--- config.mk ---
export PLATFORM = sky130hd
export DESIGN_NAME = flag_wr_sched
export DESIGN_NICKNAME = d
export VERILOG_FILES = /design/src/rtl/flag_wr_sched.sv
export SDC_FILE = /design/constraint.sdc
export NUM_CORES = 1
export LEC_CHECK = 0
export ABC_AREA = 1
export CORE_AREA = 3 3 40 42
export DETAILED_ROUTE_END_ITERATION = 7
export DIE_AREA = 0 0 43 45
export PLACE_DENSITY = 0.65
export SYNTH_ARGS = -nofsm -noshare
export SYNTH_HDL_FRONTEND = slang
export SYNTH_SLANG_ARGS = --single-unit
--- constraint.sdc ---
create_clock -name clk -period 1.1 [get_ports clk]
set_input_delay 0.275 -clock clk [delete_from_list [all_inputs] [get_ports clk]]
set_output_delay 0.275 -clock clk [all_outputs]
set_load 0.05 [all_outputs]
--- src/rtl/flag_wr_sched.sv ---
// Flag-write scheduler and branch interlock for the dual-lane core.
// Optional stall counter output br_stall_cnt when FLAG_STATS_EN is defined.
module flag_wr_sched #(
   parameter int unsigned LAT = 2
) (
   input  logic       clk,
   input  logic       rst_n,
   input  logic       hold,
   input  logic       flush,
   input  logic       issue_vld0,
   input  logic       wz0,
   input  logic       wnv0,
   input  logic       issue_vld1,
   input  logic       wz1,
   input  logic       wnv1,
   input  logic       br_id,
   input  logic [2:0] br_cc,
   output logic       clk_z_ID_EX,
   output logic       clk_nv_ID_EX,
   output logic       clk_z_ID_ext_EX,
   output logic       clk_nv_ID_ext_EX,
   output logic       br_stall,
   output logic       flags_busy
`ifdef FLAG_STATS_EN
   ,
   output logic [15:0] br_stall_cnt
`endif
);

   localparam int unsigned CNT_W = 16;

   logic [LAT-1:0] r_z0, r_nv0, r_z1, r_nv1;
   logic           w_issue_ok;
   logic           w_need_z, w_need_nv;
   logic           w_z_pend, w_nv_pend;
   logic           w_z_last0, w_z_last1, w_nv_last0, w_nv_last1;

   // Advance one stage, new entry enters at stage 0.
   function automatic logic [LAT-1:0] f_shift(input logic [LAT-1:0] v, input logic b);
      logic [LAT-1:0] s;
      s    = v << 1;
      s[0] = b;
      return s;
   endfunction

   // Flag classes read by each condition code.
   always_comb begin
      w_need_z  = 1'b0;
      w_need_nv = 1'b0;
      case (br_cc)
         3'b000, 3'b001:         w_need_z  = 1'b1;
         3'b010, 3'b100, 3'b101: begin
            w_need_z  = 1'b1;
            w_need_nv = 1'b1;
         end
         3'b011, 3'b110:         w_need_nv = 1'b1;
         default: ;
      endcase
   end

   assign w_z_pend   = (|r_z0)  | (|r_z1);
   assign w_nv_pend  = (|r_nv0) | (|r_nv1);
   assign br_stall   = br_id & ~flush & ((w_need_z & w_z_pend) | (w_need_nv & w_nv_pend));
   assign w_issue_ok = ~hold & ~br_stall & ~flush;

   assign w_z_last0  = r_z0[LAT-1];
   assign w_z_last1  = r_z1[LAT-1];
   assign w_nv_last0 = r_nv0[LAT-1];
   assign w_nv_last1 = r_nv1[LAT-1];

   // Younger lane wins when both lanes land the same flag together.
   assign clk_z_ID_EX      = ~hold & w_z_last0 & ~w_z_last1;
   assign clk_z_ID_ext_EX  = ~hold & w_z_last1;
   assign clk_nv_ID_EX     = ~hold & w_nv_last0 & ~w_nv_last1;
   assign clk_nv_ID_ext_EX = ~hold & w_nv_last1;

   assign flags_busy = w_z_pend | w_nv_pend;

   always_ff @(posedge clk or negedge rst_n) begin
      if (!rst_n) begin
         r_z0  <= '0;
         r_nv0 <= '0;
         r_z1  <= '0;
         r_nv1 <= '0;
      end else if (flush) begin
         r_z0  <= '0;
         r_nv0 <= '0;
         r_z1  <= '0;
         r_nv1 <= '0;
      end else if (!hold) begin
         r_z0  <= f_shift(r_z0,  w_issue_ok & issue_vld0 & wz0);
         r_nv0 <= f_shift(r_nv0, w_issue_ok & issue_vld0 & wnv0);
         r_z1  <= f_shift(r_z1,  w_issue_ok & issue_vld1 & wz1);
         r_nv1 <= f_shift(r_nv1, w_issue_ok & issue_vld1 & wnv1);
      end
   end

`ifdef FLAG_STATS_EN
   logic [CNT_W-1:0] r_stall_cnt;

   // Saturating count of non-held branch stall cycles.
   always_ff @(posedge clk or negedge rst_n) begin
      if (!rst_n) begin
         r_stall_cnt <= '0;
      end else if (br_stall && !hold && (r_stall_cnt != {CNT_W{1'b1}})) begin
         r_stall_cnt <= r_stall_cnt + CNT_W'(1);
      end
   end

   assign br_stall_cnt = r_stall_cnt;
`endif

endmodule

==> summary.txt <==
CP Buf/Inv Count = 2
Seq cells post-synth = 8
Synth cell types = 11
DRT iter0 DRCs = 11
CP peak stage delay = 0.39 ns
failing checks = setup timing
# fillers = 105
CP required = 0.82 ns
Worst Path Arrival = 1.23 ns
unrepaired setup endpoints after global routing = yes
Post-Syn Area = 420 um^2
Hold Path Class = in2async
crit path cell chain = nor2_2 -> nand2_1 -> nand3_1 -> nand2_1 -> nand2_2 -> inv_2 -> buf_12
HPWL after detailed placement = 941 um
GRT Residual Overflow = 0
Crit Path Category = reg2out
clock-pin slew on the worst setup and hold paths = 0.06 ns
Final Hold Fails = 0
GPL Wtd Cong = 0.764
reg2reg setup slack = -0.11 ns
Via density = 4.72
CP Max Fanout = 2
Area growth syn-to-layout = 116%
post-synth top area cell = dfrtp_1
core area = 1280 um^2
Ys Warns = 0
PD cells = 843 nW/um^2
Die Width = 43 um
CTS tree = yes
Final #Nets = 111
Hold Slack = 0.304 ns
final period utilization = 137%
final total power = 0.766 mW
Max Freq = 663 MHz
largest net degree at the start of global routing = 9
crit path launch type = flip-flop
layout cells sized above 1 = 41.1%
PortBufs = 19
Multi-input gate area = 245 um^2
Pre-antenna DRT Iters = 3
die height = 45 um
WL per Instance = 11.3 um
DR DRC count = 0
root buffer cell = clkbuf_4
via count = 519
Slew Limit Fails = 0
row cnt = 13
worst setup margin = -0.408 ns
Skew-Pair Late Insertion Delay = 0.25 ns
clk sinks = 8
CP Capture Type = output port
Leak = 0.435 nW
status = finished, violations left
total track usage = 13.5%
I/O pins = 20
Slew @ Worst Pin = 0.376 ns
Seq/Total Area, Yosys = 47.6%
most frequent cells in the layout = 16 x nand2_1, 10 x buf_4, 8 x clkdlybuf4s50_1, 8 x dfrtp_1
minimum clock period = 1.51 ns
vias in the first global route = 511
top post-synthesis cells by area = dfrtp_1 48%, nand2_1 14%, nand4_1 7.4%
Post-DRT Antenna Nets = 0
H-tree lvl count = 1
final setup fails = 10
initial antenna violation count = 0
most common cell after layout, fill and taps aside = nand2_1
max-cap violations = 0
initial core utilization = 32.7%
drt total wl = 1.24 mm
Worst VDD drop = 0.000947 V
Worst path most repeated cell = nand2_1
Num CTS Buffers = 3
antenna cells = 0
Hold-fix buffers, CTS = 0
Yosys top cell area share = 47.6%
number of buffers on the longest clock path = 2
slowest cell on the critical path = dfrtp_1
Post-Syn Instances = 57
Mapped Nets = 71
Max-slew headroom = 74.9%
first-pass GRT wire length = 1.96 mm
average size of a mapped cell = 7.38 um^2
die area = 1940 um^2
Worst Skew = 0.00928 ns
CP top delay family = simple AND/OR/NAND/NOR gates
register area = 200 um^2
## per-stage QoR
stage               utilization, %  TNS (ns)  instance area [um^2]  worst slack (ns)  std cells
floorplan                        -    -0.470                   458            -0.185         57
global placement              63.0     -5.84                   810            -0.543        102
detailed placement            63.0     -5.93                   810            -0.571        102
CTS                           67.5     -1.85                   867            -0.396        107
global route                  70.7     -2.94                   908            -0.462        110
finish                        70.7     -2.34                   908            -0.408        110
## power breakdown
part           internal (mW)  switching (mW)
combinational          0.124           0.113
clock                  0.124          0.0941
sequential             0.303         0.00671
total                  0.552           0.214
## cell usage after synthesis (all sizes together)
cell type,count
nand2,17
o21ai,5
nand3,2
nor3,2
inv,8
nor2,9
or2,1
dfrtp,8
nand4,5
## routing by layer
layer	global-route usage (%)	wire length (um)	vias up	part of all wire [%]
met5	0	0	-	0
met1	15.0	519	246	42
met2	24.9	631	12	51
met4	1.81	5	0	0.40
met3	5.58	86	2	6.9
li1	-	-	259	-
## layout make-up
type	count	share of cell area [%]
flip-flops and latches	8	22.0
inverters	8	3.86
repair buffers	35	42.6
clock buffers	3	2.48
well taps	15	2.07
multi-input cells	41	27.0
## cell families (layout without fill, tap and decap cells)
| logic type | Yosys count | in the layout | synth area share, % |
|---|---|---|---|
| AO/OA/AOI/OAI | 5 | 5 | 5.95 |
| buffers and inverters | 8 | 46 | 7.14 |
| flip-flops | 8 | 8 | 47.6 |
| AND/OR/NAND/NOR | 36 | 36 | 39.3 |
## worst register-to-register path: cells and delay by family, from the launching register on
kind,cells,cell delay [ns]
simple gates,7,0.55
flops,1,0.39
buf+inv,2,0.20
## path summary, 6_finish.rpt
check	start	endpoint	cells past startpoint
setup / recovery	r_nv0[0]$_DFFE_PN0P_	br_stall	7
hold reg to reg	r_z0[0]$_DFFE_PN0P_	r_z0[0]$_DFFE_PN0P_	3
max in group asynchronous	rst_n	r_z1[0]$_DFFE_PN0P_	1
hold / removal	rst_n	r_nv0[1]$_DFFE_PN0P_	1
min in group clk	wz0	r_z0[0]$_DFFE_PN0P_	3
setup reg to reg	r_nv0[0]$_DFFE_PN0P_	r_z1[0]$_DFFE_PN0P_	9
## timing repair
item / CTS / global route
pin swaps: 6 / 6
gates resized for setup: 18 / 5
endpoints found under the setup margin: 14 / 10
buffers inserted: 2 / 3
## state kept, by name, indices dropped and copies added, names as in the netlist
name / flops
r_z1: 2
r_nv1: 2
r_z0: 2
r_nv0: 2
(Power assumes the default switching activity.)
